**config.mk**
```make
export PLATFORM = sky130hd
export DESIGN_NAME = hello_cnt_multi
export DESIGN_NICKNAME = d
export VERILOG_FILES = /design/src/rtl/hello_pkg.sv /design/src/rtl/hello_cnt_chan.sv /design/src/rtl/hello_cnt_multi.sv
export SDC_FILE = /design/constraint.sdc
export NUM_CORES = 1
export LEC_CHECK = 0
export ABC_CLOCK_PERIOD_IN_PS = 2450
export CELL_PAD_IN_SITES_DETAIL_PLACEMENT = 2
export CELL_PAD_IN_SITES_GLOBAL_PLACEMENT = 2
export CORE_ASPECT_RATIO = 1.2
export CORE_UTILIZATION = 27
export CTS_CLUSTER_DIAMETER = 30
export CTS_CLUSTER_SIZE = 8
export DETAILED_ROUTE_END_ITERATION = 6
export PLACE_DENSITY_LB_ADDON = 0.1
export SYNTH_ARGS = -nofsm -noshare
export SYNTH_HDL_FRONTEND = slang
export SYNTH_SLANG_ARGS = --single-unit
```
**constraint.sdc**
```tcl
create_clock -name clk -period 2.45 [get_ports clk]
set_clock_uncertainty 0.05 [all_clocks]
set_input_delay 0.735 -clock clk [delete_from_list [all_inputs] [get_ports clk]]
set_output_delay 0.735 -clock clk [all_outputs]
set_load 0.01 [all_outputs]
```
**src/rtl/hello_pkg.sv**
```systemverilog
// Shared constants and helpers for the hello counter family.
package hello_pkg;

  localparam int DEFAULT_WIDTH = 11;

  localparam logic DIR_UP   = 1'b0;
  localparam logic DIR_DOWN = 1'b1;

  localparam int MODE_WRAP = 0;
  localparam int MODE_SAT  = 1;

  // Callers cast the result back to their own counter width.
  function automatic logic [31:0] clamp_load(input logic [31:0] value,
                                             input logic [31:0] limit);
    return (value > limit) ? limit : value;
  endfunction

endpackage

```
**src/rtl/hello_cnt_chan.sv**
```systemverilog
// One counter channel: count register, terminal-count pulse, sticky overflow
// and the boundary handling for wrap or saturate mode.
module hello_cnt_chan
  import hello_pkg::*;
#(
  parameter int WIDTH    = DEFAULT_WIDTH,
  parameter int LIMIT    = 2**WIDTH - 1,
  parameter int SATURATE = MODE_WRAP
) (
  input  logic             clk,
  input  logic             rst,
  input  logic             en,
  input  logic             dir,
  input  logic             load,
  input  logic [WIDTH-1:0] load_val,
  input  logic             clr_ovf,
  input  logic             tick,
  output logic [WIDTH-1:0] cnt,
  output logic             tc,
  output logic             ovf
);

  localparam logic [WIDTH-1:0] LIM = WIDTH'(LIMIT);
  localparam bit               SAT = (SATURATE == MODE_SAT);

  logic             step;
  logic             boundary;
  logic [WIDTH-1:0] step_val;
  logic [WIDTH-1:0] load_clamped;

  // Boundary compares against LIM explicitly so a LIMIT below 2**WIDTH-1 wraps exactly there.
  always_comb begin
    step         = en & tick;
    boundary     = 1'b0;
    step_val     = cnt;
    load_clamped = WIDTH'(clamp_load(32'(load_val), 32'(LIMIT)));
    if (dir == DIR_UP) begin
      boundary = (cnt == LIM);
      step_val = boundary ? (SAT ? LIM : '0) : cnt + WIDTH'(1);
    end else begin
      boundary = (cnt == '0);
      step_val = boundary ? (SAT ? '0 : LIM) : cnt - WIDTH'(1);
    end
  end

  always_ff @(posedge clk) begin
    if (rst) begin
      cnt <= '0;
      tc  <= 1'b0;
      ovf <= 1'b0;
    end else begin
      if (load) begin
        cnt <= load_clamped;
        tc  <= 1'b0;
      end else if (step) begin
        cnt <= step_val;
        tc  <= boundary;
      end else begin
        tc  <= 1'b0;
      end
      // A fresh boundary event beats a simultaneous clear.
      ovf <= (~load & step & boundary) | (ovf & ~clr_ovf);
    end
  end

`ifdef FORMAL
  logic past_valid = 1'b0;

  always_ff @(posedge clk) past_valid <= 1'b1;

  always_comb begin
    assert (cnt <= LIM);
    if (tc) assert (ovf);
  end

  always_ff @(posedge clk) begin
    if (past_valid) begin
      if ($past(rst)) assert (cnt == '0 && !tc && !ovf);
      if (!$past(rst) && !$past(en) && !$past(load)) assert (cnt == $past(cnt));
      if (!SAT && !$past(rst) && !$past(load) && $past(step) &&
          $past(dir) == DIR_UP && $past(cnt) == LIM)
        assert (cnt == '0);
    end
  end
`endif

endmodule

```
**src/rtl/hello_cnt_multi.sv**
```systemverilog
// NCH independent up/down counters sharing a single prescaler that
// generates the count tick.
module hello_cnt_multi
  import hello_pkg::*;
#(
  parameter int WIDTH    = DEFAULT_WIDTH,
  parameter int NCH      = 2,
  parameter int LIMIT    = 2**WIDTH - 1,
  parameter int PRESCALE = 1,
  parameter int SATURATE = MODE_WRAP
) (
  input  logic                 clk,
  input  logic                 rst,
  input  logic [NCH-1:0]       en,
  input  logic [NCH-1:0]       dir,
  input  logic [NCH-1:0]       load,
  input  logic [NCH*WIDTH-1:0] load_val,
  input  logic                 clr_ovf,
  output logic [NCH*WIDTH-1:0] cnt,
  output logic [NCH-1:0]       tc,
  output logic [NCH-1:0]       ovf,
  output logic                 tick
);

  localparam int            PW    = (PRESCALE > 1) ? $clog2(PRESCALE) : 1;
  localparam logic [PW-1:0] PLAST = PW'(PRESCALE - 1);

  logic [PW-1:0] pcnt;

  always_ff @(posedge clk) begin
    if (rst) begin
      pcnt <= '0;
    end else if (pcnt == PLAST) begin
      pcnt <= '0;
    end else begin
      pcnt <= pcnt + PW'(1);
    end
  end

  assign tick = (pcnt == PLAST) & ~rst;

  for (genvar i = 0; i < NCH; i++) begin : g_chan
    hello_cnt_chan #(
      .WIDTH   (WIDTH),
      .LIMIT   (LIMIT),
      .SATURATE(SATURATE)
    ) u_chan (
      .clk     (clk),
      .rst     (rst),
      .en      (en[i]),
      .dir     (dir[i]),
      .load    (load[i]),
      .load_val(load_val[i*WIDTH +: WIDTH]),
      .clr_ovf (clr_ovf),
      .tick    (tick),
      .cnt     (cnt[i*WIDTH +: WIDTH]),
      .tc      (tc[i]),
      .ovf     (ovf[i])
    );
  end

endmodule

```
After elaboration in Yosys (flattened, before gate mapping)
Index checks and enable logic that the tools add are counted.
{"block": "op_classes", "n_reduce_logical": 7, "mux": 12, "addsub": 5, "bitwise": 18, "n_eq_ne": 2}
{"operator": "two-way mux 11 bit", "count": 10}
{"operator": "adder 11 x 1 -> 11 bit, second input constant", "count": 2}
{"operator": "equality test 11 bit, second input constant", "count": 2}
{"operator": "zero test 11 bit", "count": 2}
{"operator": "subtractor 11 x 1 -> 11 bit, second input constant", "count": 2}
{"operator": "AND 1 bit", "count": 9}
{"operator": "inverter 1 bit", "count": 7}
{"operator": "OR reduction 3 bit", "count": 2}
{"operator": "nonzero test 2 bit", "count": 2}
{"operator": "two-way mux 1 bit", "count": 2}
{"operator": "bitwise OR 1 bit", "count": 2}
{"operator": "OR reduction 2 bit", "count": 1}
{"operator": "adder 1 bit, second input constant", "count": 1}
{"block": "totals", "input_bits": 31, "elab_cells": 51, "ff_bits": 27, "out_inout_bits": 27}

Longest topological paths before layout
{"block": "logic_depth", "ltp_word": 6, "depth_mapped": 7, "mapped_depth_nobuf": 7}

Hierarchy
From an unflattened synthesis, not the netlist that was laid out.
{"block": "hier_totals", "hier_cells": 283, "hier_area_um2": 2207.1}
{"mod": "hello_cnt_chan", "area_per_inst_um2": 1089.8, "cells_each": 140, "seq_area_each_um2": 260.2, "instances": 2}
{"mod": "hello_cnt_multi", "area_per_inst_um2": 27.5, "cells_each": 3, "seq_area_each_um2": 20.0, "instances": 1}

Worst setup path before layout
OpenSTA, ideal clock, no wires.
{"block": "synth_timing", "path_type": "in2reg", "from": "input port load[1]", "to": "register g_chan[1].u_chan.cnt[5]", "n_path_buf": 1, "t_arrival_ps": 2001, "setup_slack_ps": 277, "path_stages": 6, "setup_time_ps": 122, "required_time_ps": 2278, "cell_sequence": "clkbuf_1 -> clkinv_1 -> o221ai_2 -> o21ai_1 -> a22o_1 -> a221o_1"}
{"block": "synth_via", "elab_chain_len": 1, "elab_cells_between_ends": 2, "cone_classes": "1 x mux; 1 x reduce/logical"}
{"item": "start, declared", "line": "hello_cnt_multi.sv:16", "rtl": "input logic [NCH-1:0] load,"}
{"item": "two-way mux 11 bit / nonzero test 2 bit (equally long branches)"}
{"item": "end signal, assigned", "line": "hello_cnt_chan.sv:53", "rtl": "cnt <= load_clamped;"}
{"item": "end signal, assigned", "line": "hello_cnt_chan.sv:56", "rtl": "cnt <= step_val;"}
{"item": "end, declared", "line": "hello_cnt_chan.sv:18", "rtl": "output logic [WIDTH-1:0] cnt,"}
Several ways; a longest one is shown, not always the timed one.
A chain may end at the register's enable or synchronous reset.

Final worst setup path
{"block": "layout_timing", "from": "register g_chan[1].u_chan.cnt[5]", "to": "output port cnt[16]"}
{"item": "end, declared", "line": "hello_cnt_multi.sv:19", "rtl": "output logic [NCH*WIDTH-1:0] cnt,"}
No word-level cell between the ends.

==> flow_summary.ini <==
[min_path]
holdPathStages = 2
min_path_type = reg -> reg
hp-start = g_chan[1].u_chan.ovf
hold_end = g_chan[1].u_chan.ovf

[drt]
drtPass1Iterations = 4
via_per_inst = 5.600
ant_nets = 0
wirelength_mm = 9.249
via_count = 2671
drc_errors = 0
wire_per_inst_um = 19.39
drtIter0Drc = 39

[placement]
port_buffers = 57
dp_cells = 472
dp_hpwl_mm = 7.315
globalplace.congestion = 0.8369
place_area_um2 = 3134

[synth]
synth_area_per_cell_um2 = 7.478
synth-seq-cells = 27
synthFlopType = dfxtp_1
ys_seq_area_share_pct = 24.01
yosysWarnings = 0
yosysTopAreaCell = dfxtp_1
synth_edf_count = 0
synthArstFlopShare_pct = 0
synth_most_common_cell = dfxtp_1
yosysTopAreaCellShare_pct = 24.01
synth.top_cells.by_area = dfxtp_1 (24%), a21oi_1 (4.7%), nand2_1 (4.3%)
yosysUniqueCellTypes = 68
synthesis.nets = 336
syn_inst = 301
ys_top_cells_by_count = dfxtp_1 (27), nand2_1 (26), a21oi_1 (21)
synth_area_um2 = 2251

[cells_and_area]
area_growth_pct = 41.91
n_antenna_cell = 0
final_nets = 418
drive_gt1_share_pct = 16.75
fillerInstances = 951
final_cells = 477
stdcell_area_um2 = 3194
regArea_um2 = 540.5
multi_input_area_um2 = 1523

[setup_path]
r2r_slack_ps = 120
crit_family = flip-flops
critPathSlowestCell = dfxtp_1
end_kind = output pin
r2r_start = g_chan[1].u_chan.cnt[0]
path_max_fanout = 11
r2r_cells = 8
crit_buf_inv = 1
cpPeakStageDelay_ps = 660
arrival_ps = 1590
crit_required_ps = 1660
timing.rr.end = g_chan[1].u_chan.cnt[7]
path_class = reg -> out
crit_chain = clkdlybuf4s50_1
critPathLaunchType = register

[global_route]
met2_usage_pct = 43.49
grt_max_degree = 17
antenna_found_initial = 0
overflow = 0
grt_first_pass_wirelength_mm = 14.90
gr-usage-met1_pct = 24.50
use_met3_pct = 1.696
grtUsageTotal_pct = 21.94
grt-busiest-layer = met2
grt_pass1_vias = 2870

[timing]
fmax_ghz = 0.4218
finalHoldViolCount = 0
slew_headroom_pct = 56.35
fin_crit_sh_pct = 96.77
rsz0062_at_grt = no
setup_viol = 0
min_period_ps = 2371
tightest_slew_ps = 649.4
slew_violations = 0

[die]
num_rows = 36
initial_utilization_pct = 27.76
pin_count = 58
die_x_um = 85.35
die_h_um = 102.0
coreArea_um2 = 8108
die_area_um2 = 8707

[clocking]
clk_latency_ps = 290
clk_pin_slew_ps = 120
cts_tree = done
htreeDepth = 1
numCtsBuffers = 3
clk_path_buf_depth = 2
cts.sinks = 27
cts-root-buf = clkbuf_8

[power]
p_sw_uw = 477.2
total_leakage_power_uw = 0.001223
clockPowerShare_pct = 22.8
switching_share_pct = 36.42
p_per_area_nw_per_um2 = 410.2
pwr-share-comb_pct = 36.3
p_seq_share_pct = 40.9
ir_worst_vdd_mv = 0.2036
internal_power_uw = 833.0

[flow_run]
max-cap-violations = 0

[outcome]
status = finished clean
[worst max-delay path by stage]
stage	depth (start not counted)	start	end
floorplan	6	load[1]	g_chan[1].u_chan.cnt[5]
global placement	3	rst	tick
detailed placement	3	rst	tick
CTS	1	g_chan[1].u_chan.cnt[5]	cnt[16]
global route	8	g_chan[1].u_chan.cnt[0]	g_chan[1].u_chan.cnt[7]
finish	1	g_chan[1].u_chan.cnt[5]	cnt[16]
[registers in the layout, indices dropped and copies added (netlist names)]
name and count:
g_chan.u_chan.cnt 22, g_chan.u_chan.ovf 2, g_chan.u_chan.tc 2, pcnt 1
[power by group through the flow]
stage	Sequential (uW)	Combinational (uW)	Clock, uW
6_report	536	476	298
5_1_grt	543	518	321
4_1_cts	536	476	304
3_5_place_dp	545	474	0
3_3_place_gp	543	465	0
2_1_floorplan	522	260	0
[metal layers]
metal,share of wire [%],vias up
met5,0,-
met2,54,48
met4,2.9,0
met1,41,1324
met3,2.0,21
li1,-,1278
[cells in the final DEF (no fill, tap or decap), types with 2 or more instances in the layout]
master	count
and3_1	8
a211oi_1	8
o21a_1	4
o21ai_0	8
o31ai_1	4
o22ai_1	3
nand2b_1	3
clkdlybuf4s50_1	56
or4b_1	3
a31oi_1	6
or2_2	2
a22oi_1	2
or4_1	3
nor2b_1	5
xor2_1	3
nor2_1	20
xnor2_1	6
nand2_1	26
nand4_1	4
and2_1	4
ha_1	4
o211a_1	2
dfxtp_1	27
or3_1	4
nor3_1	14
o21ai_1	4
a22o_1	4
mux2i_1	4
clkbuf_8	3
nor4_1	7
o211ai_1	7
a21oi_1	21
buf_4	46
inv_1	12
nand3_1	11
[layout make-up]
type                    instances  area share, %
multi-input cells             235          47.67
clock buffers                   3          1.293
inverters                      13          1.528
clock inverters                 1         0.2350
flip-flops and latches         27          16.92
repair buffers                103          28.63
well taps                      95          3.721
[stage by stage]
stage	utilization, %	power, uW	hold WS, ps	setup slack [ps]	setup TNS (ps)
floorplan	-	782.7	395.6	277.4	0
global placement	38.66	1008	420.4	-164.7	-420.1
detailed placement	38.66	1020	434.2	-183.5	-701.6
CTS	39.24	1316	451.6	62.33	0
global route	39.40	1381	480.4	6.740	0
finish	39.40	1310	442.4	79.10	0
[logic make-up (layout without fill, tap and decap cells)]
logic type	after synthesis	after routing	share of synthesized area, %
other	1	1	0.1666
adders and majority gates	4	4	2.224
and+or+nand+nor	126	126	31.52
muxes	4	4	1.779
xor gates and xnor gates	9	9	3.502
AOI/OAI and AO/OA	91	91	28.24
buffers and inverters	39	120	8.560
DFF	27	27	24.01
[what timing repair did]
item | CTS | global route
pin swaps | 0 | 1
gates resized for setup | 1 | 1
hold buffers | 0 | 0
setup endpoints to repair | 1 | 2
setup buffers | 0 | 1
(Power assumes the default switching activity.)
